[src/rtl/viterbi_pkg.sv]
// Shared code definition for the rate-1/2 convolutional encoder and the
// Viterbi decoder: constraint length, generators and the symbol function.
package viterbi_pkg;

    localparam int K = 3;
    localparam logic [K-1:0] G0_DEF = 3'b111;
    localparam logic [K-1:0] G1_DEF = 3'b101;

    typedef enum logic [1:0] {
        IDLE,
        DATA,
        TAIL
    } enc_state_t;

    // tap MSB is the current bit; result is {G0 parity, G1 parity}
    function automatic logic [1:0] conv_sym(
        input logic [K-1:0] tap,
        input logic [K-1:0] g0,
        input logic [K-1:0] g1
    );
        return {^(g0 & tap), ^(g1 & tap)};
    endfunction

endpackage

[src/rtl/conv_encoder.sv]
// Rate-1/2 framed convolutional encoder with zero-tail termination.
// One registered output symbol, valid/ready on both sides.
module conv_encoder #(
    parameter int            K       = viterbi_pkg::K,
    parameter logic [K-1:0]  G0      = viterbi_pkg::G0_DEF,
    parameter logic [K-1:0]  G1      = viterbi_pkg::G1_DEF,
    parameter bit            TAIL_EN = 1'b1
) (
    input  logic       i_clk,
    input  logic       i_rst,
    input  logic       i_data_valid,
    input  logic       i_data_bit,
    input  logic       i_data_last,
    output logic       o_data_ready,
    output logic       o_sym_valid,
    output logic [1:0] o_sym,
    output logic       o_sym_last,
    input  logic       i_sym_ready,
    output logic       o_busy
);
    import viterbi_pkg::*;

    localparam int CW = (K > 2) ? $clog2(K - 1) : 1;

    enc_state_t    state_q, state_d;
    logic [K-2:0]  s_q, s_d;
    logic [CW-1:0] cnt_q, cnt_d;
    logic [1:0]    sym_q, sym_d;
    logic          valid_q, valid_d;
    logic          last_q, last_d;
    logic          adv, acc, load, b;
    logic [K-1:0]  tap;

    assign adv          = ~valid_q | i_sym_ready;
    assign o_data_ready = adv & (state_q != TAIL);
    assign acc          = i_data_valid & o_data_ready;
    assign load         = adv & (acc | (state_q == TAIL));
    assign b            = (state_q == TAIL) ? 1'b0 : i_data_bit;

    // tap = {b, s[0], ..., s[K-2]}
    always_comb begin
        tap = '0;
        tap[K-1] = b;
        for (int i = 0; i < K - 1; i++) begin
            tap[K-2-i] = s_q[i];
        end
    end

    always_comb begin
        state_d = state_q;
        s_d     = s_q;
        cnt_d   = cnt_q;
        sym_d   = sym_q;
        valid_d = valid_q;
        last_d  = last_q;
        if (adv) begin
            valid_d = load;
            last_d  = 1'b0;
            if (load) begin
                sym_d = conv_sym(tap, G0, G1);
                s_d   = {s_q[K-3:0], b};
            end
            case (state_q)
                IDLE, DATA: begin
                    if (acc) begin
                        if (!i_data_last) begin
                            state_d = DATA;
                        end else if (TAIL_EN) begin
                            state_d = TAIL;
                            cnt_d   = '0;
                        end else begin
                            state_d = IDLE;
                            last_d  = 1'b1;
                        end
                    end
                end
                TAIL: begin
                    cnt_d = cnt_q + 1'b1;
                    if (cnt_q == CW'(K - 2)) begin
                        last_d  = 1'b1;
                        state_d = IDLE;
                        cnt_d   = '0;
                    end
                end
                default: state_d = IDLE;
            endcase
        end
    end

    always_ff @(posedge i_clk) begin
        if (i_rst) begin
            state_q <= IDLE;
            s_q     <= '0;
            cnt_q   <= '0;
            sym_q   <= 2'b00;
            valid_q <= 1'b0;
            last_q  <= 1'b0;
        end else begin
            state_q <= state_d;
            s_q     <= s_d;
            cnt_q   <= cnt_d;
            sym_q   <= sym_d;
            valid_q <= valid_d;
            last_q  <= last_d;
        end
    end

    assign o_sym_valid = valid_q;
    assign o_sym       = sym_q;
    assign o_sym_last  = last_q;
    assign o_busy      = (state_q != IDLE);

endmodule

[config.mk]
export PLATFORM = sky130hd
export DESIGN_NAME = conv_encoder
export DESIGN_NICKNAME = d
export VERILOG_FILES = /design/src/rtl/viterbi_pkg.sv /design/src/rtl/conv_encoder.sv
export SDC_FILE = /design/constraint.sdc
export NUM_CORES = 1
export LEC_CHECK = 0
export BUFFER_PORTS_ARGS = -buffer_cell sky130_fd_sc_hd__buf_4
export CAP_MARGIN = 10
export CORE_AREA = 3 3 40 42
export CTS_BUF_LIST = sky130_fd_sc_hd__clkbuf_4
export CTS_CLUSTER_DIAMETER = 60
export DETAILED_ROUTE_END_ITERATION = 16
export DIE_AREA = 0 0 43 45
export PLACE_DENSITY = 0.65
export SYNTH_ARGS = -nofsm -noshare
export SYNTH_HDL_FRONTEND = slang
export SYNTH_SLANG_ARGS = --single-unit
[constraint.sdc]
create_clock -name i_clk -period 1.6 [get_ports i_clk]
set_input_delay 0.16 -clock i_clk [delete_from_list [all_inputs] [get_ports i_clk]]
set_output_delay 0.16 -clock i_clk [all_outputs]
set_load 0.02 [all_outputs]
; Yosys cells after proc, flatten, opt, wreduce, memory -nomap -nowiden
; Index checks and enable logic that the tools add are counted.
[word_totals]
regBits = 9
in_bits = 6
output_inout_bits = 6
elab_cells = 39
[op_classes]
addsub = 1
n_eq_ne = 6
n_mux = 11
bitwise_logic = 6
n_reduce_logical = 9
[op_table]
columns = cell, n
row1 = 2-bit != test (second input constant), 4
row2 = 1-bit two-way mux, 6
row3 = 2-bit two-way mux, 3
row4 = 3-bit XOR reduction, 2
row5 = 2-bit one-hot mux with 2 select lines, 1
row6 = 4-bit AND reduction, 1
row7 = 2-bit nonzero test, 2
row8 = 1-bit bitwise AND, 3
row9 = 3-bit AND reduction, 1
row10 = 2-bit by 1-bit == test with 1-bit output (second input constant), 1
row11 = 2-bit == test (second input constant), 1
row12 = 2-bit logical NOT, 1
row13 = 1-bit bitwise OR, 2
row14 = 1-bit one-hot mux with 2 select lines, 1
row15 = 2-bit AND reduction, 1
row16 = 2-bit OR reduction, 1
row17 = 1-bit adder (second input constant), 1
row18 = 1-bit inverter, 1

; Depth between registers and ports, before layout
[depth]
ltp_word = 7
ltp_mapped = 4
mapped_depth_nobuf = 4

; Worst setup path after synthesis
; Ideal clock, no wire load.
[synth_path]
kind = register to register
from = register state_q[0]
to = register valid_q (netlist: o_sym_valid)
setup_ps = 134
arrival_ps = 1063
required_time_ps = 1466
setup_slack_ps = 403
stages_incl_launch_ff = 4
n_path_buf = 0
synth_period_minus_slack_ps = 1197
cell_sequence = dfxtp_1 -> and2b_2 -> nor2_1 -> a21oi_1
[synth_via]
elab_chain_len = 5
elab_cells_between_ends = 6
classes_between = eq/ne (2) / bitwise (4)
[synth_lines]
columns = element, line_no
row1 = from (decl), conv_encoder.sv:25  ; enc_state_t state_q, state_d;
row2 = from (signal assigned), conv_encoder.sv:99  ; state_q <= state_d;
row3 = 2-bit != test, conv_encoder.sv:35  ; assign o_data_ready = adv & (state_q != TAIL);
row4 = 1-bit bitwise AND, conv_encoder.sv:35
row5 = net o_data_ready, conv_encoder.sv:14  ; output logic o_data_ready,
row6 = 1-bit bitwise AND, conv_encoder.sv:36  ; assign acc = i_data_valid & o_data_ready;
row7 = 1-bit bitwise OR, conv_encoder.sv:37  ; assign load = adv & (acc | (state_q == TAIL));
row8 = 1-bit bitwise AND, conv_encoder.sv:37
row9 = to (signal assigned), conv_encoder.sv:103  ; valid_q <= valid_d;
row10 = to (decl), conv_encoder.sv:29  ; logic valid_q, valid_d;
; The timed path passes the listed nets, and every way through them passes these cells.
; A chain may end at the register's enable or synchronous reset.

; Worst setup path after layout
[layout_path]
from = register state_q[0]
to = output o_data_ready
[layout_via]
elab_chain_len = 2
[layout_lines]
columns = element, line_no
row1 = 2-bit != test, conv_encoder.sv:35
row2 = 1-bit bitwise AND, conv_encoder.sv:35
row3 = to (decl), conv_encoder.sv:14
; No other way between the ends.

==> metrics.md <==
| Metric | Value |
|---|---|
| Status | `completed` |
| Fin. max-slew vios | `0` |
| Worst Setup Start Kind | `flop` |
| DP Worst Slack | `0.4478 ns` |
| Post-Route WL | `900 um` |
| Synth area leaders | `dfxtp_1 40%, a21oi_1 10%, nand2_1 5.1%` |
| Clk Latency, worst-skew pair | `0.27 ns` |
| Sequential share of the synthesized area | `0.4045` |
| Fin area | `573.1 sq um` |
| Die height | `45 um` |
| Setup_tns | `0 ns` |
| Number of routed nets with antenna violations | `0` |
| Post-synth top area cell | `dfxtp_1` |
| Top-area cell type share of the netlist area | `0.4045` |
| Ys async rst share | `0` |
| H-tree lvl count | `1` |
| Main flop type after synthesis | `dfxtp_1` |
| Crit path capture type | `output port` |
| Post-synth EDFFs | `0` |
| HP Class | `in2reg` |
| DR DRC count | `0` |
| Root Driver | `clkbuf_4` |
| Vias in the first global route | `343` |
| Reg area | `180.2 sq um` |
| Area occupied by multi-input gates | `257.7 sq um` |
| Hold_buf cts | `0` |
| Setup repair bufs after CTS | `0` |
| Yosys cell types | `25` |
| Wirelength per Cell | `10.98 um` |
| Critical path required time | `1.44 ns` |
| Leakage | `0.2343 nW` |
| Die area | `1935 sq um` |
| Largest net degree at the start of global routing | `10` |
| Initial antenna violation count | `0` |
| Maximum vdd drop | `450.2 uV` |
| Setup-failing EPs final | `0` |
| I/O pin cnt | `12` |
| Buffers added on ports | `11` |
| Number of clock buffers inserted by TritonCTS | `3` |
| Crit-path max FO | `7` |
| Seq cells post-synth | `9` |
| Fmax | `698.5 MHz` |
| Final Cycle Share | `0.8947` |
| Power per Cell Area | `1003 nW/um^2` |
| Synth warn | `0` |
| Bufs on Longest Clock Path | `2` |
| Worst slew pin tran | `0.2903 ns` |
| RSZ-0062 raised after global routing | `no` |
| Vias post-DR | `411` |
| Die Wd | `43 um` |
| Final hold vios | `0` |
| Mapped Area | `445.4 sq um` |
| Clock-pin slew on the worst setup and hold paths | `0.06 ns` |
| Overflow after GRT | `0` |
| Number of DRC markers in iteration 0 | `10` |
| Min Tclk post-route | `1.432 ns` |
| Ratio of cells with drive above 1 in the final layout | `0.3433` |
| Layout Skew | `0.004360 ns` |
| All-layer global routing usage | `0.1134` |
| Critical path data arrival time | `1.27 ns` |
| Post-Synthesis Cells | `53` |
| CTS tree | `done` |
| PostCTS Resize Cnt | `0` |
| Initial Util | `0.3466` |
| Drt pass-1 iters | `6` |
| P&R area growth vs syn | `28.65%` |
| Ant. Diodes | `0` |
| Total number of clock tree sinks | `9` |
| Mean Syn Cell Area | `8.404 sq um` |
| FP Rows | `13` |
| Number of filler cells placed in the layout | `128` |
| Most frequent cells after synthesis | `9 x a21oi_1, 9 x dfxtp_1, 6 x nand2_1` |
| Post-DP Area | `543.0 sq um` |
| Syn nets | `59` |
| Relative slew slack | `0.8062` |
| Post-DR vias/cell | `5.012` |
| Total Nets Final | `74` |
| Maxcap violations | `0` |
| Core area | `1285 sq um` |
| Final WS setup | `0.1684 ns` |
| Placer congestion estimate | `0.7808` |
| Setup CP Type | `reg2out` |
| First-pass GRT wire length | `1483 um` |
| Post-DP HPWL | `672.1 um` |
-- flip-flops by register name, indices dropped and copies added (netlist names) --
register / count
cnt_q: 1
o_sym_valid: 1
o_sym: 2
state_q: 2
o_sym_last: 1
s_q: 2
-- report_power, final --
part,total (mW),switching [mW],internal [mW]
sequential,0.256,0.0165,0.240
combinational,0.122,0.0644,0.0580
clock,0.196,0.0827,0.113
-- cell usage in the layout, fill, tap and decap left out, drive strengths merged --
| master | n |
|---|---|
| a211oi | 1 |
| a21oi | 10 |
| a32oi | 1 |
| and2 | 1 |
| and2b | 2 |
| and3 | 1 |
| buf | 11 |
| clkbuf | 4 |
| dfxtp | 9 |
| inv | 1 |
| nand2 | 6 |
| nand2b | 2 |
| nand3 | 2 |
| nand4b | 1 |
| nor2 | 5 |
| nor3 | 1 |
| o21ai | 6 |
| or2 | 1 |
| xnor2 | 1 |
| xor2 | 1 |
-- layer usage --
metal,up-vias,GRT usage,wire length (um)
met5,-,0,0
met3,6,0.03586,57
met1,178,0.1332,407
li1,213,-,-
met2,14,0.1437,389
met4,0,0.1446,46
-- area by class of cell --
class / count / area share
multi-input cells: 42 / 0.4498
well taps: 15 / 0.03275
flip-flops and latches: 9 / 0.3144
inverters: 1 / 0.006550
clock buffers: 4 / 0.05240
repair buffers: 11 / 0.1441
-- path summary, 6_finish.rpt --
| check | from | endpoint | slack, ns | depth (start not counted) |
|---|---|---|---|---|
| worst max-delay path | state_q[0] | o_data_ready | 0.17 | 3 |
| worst min-delay path | i_rst | o_sym[0] | 0.12 | 2 |
| worst max register to register | state_q[1] | o_sym[1] | 0.43 | 4 |
| worst min register to register | o_sym_last | o_sym_last | 0.46 | 2 |
-- metrics by stage --
| step | cells | hold slack, ns | power, mW | util |
|---|---|---|---|---|
| after floorplan | 53 | 0.3075 | 0.3397 | - |
| after CTS | 82 | 0.1130 | 0.5843 | 0.4460 |
| after global routing | 82 | 0.1297 | 0.6105 | 0.4460 |
| final | 82 | 0.1170 | 0.5746 | 0.4460 |
| after detailed placement | 78 | 0.4034 | 0.3844 | 0.4226 |
| after global placement | 78 | 0.4013 | 0.3823 | 0.4226 |
-- cell families after synthesis --
| group | after synthesis | share of synthesized area |
|---|---|---|
| DFF | 9 | 0.4045 |
| buffers and inverters | 2 | 0.01684 |
| xor gates and xnor gates | 2 | 0.03933 |
| and+or+nand+nor | 22 | 0.2781 |
| AOI/OAI and AO/OA | 18 | 0.2612 |
-- critical path, stage by stage, from the launching register on --
cell,delay (ns)
dfxtp_1,0.43
and2b_2,0.27
nor2_1,0.14
buf_4,0.16
Note: power is estimated with default switching activity, not from simulation.
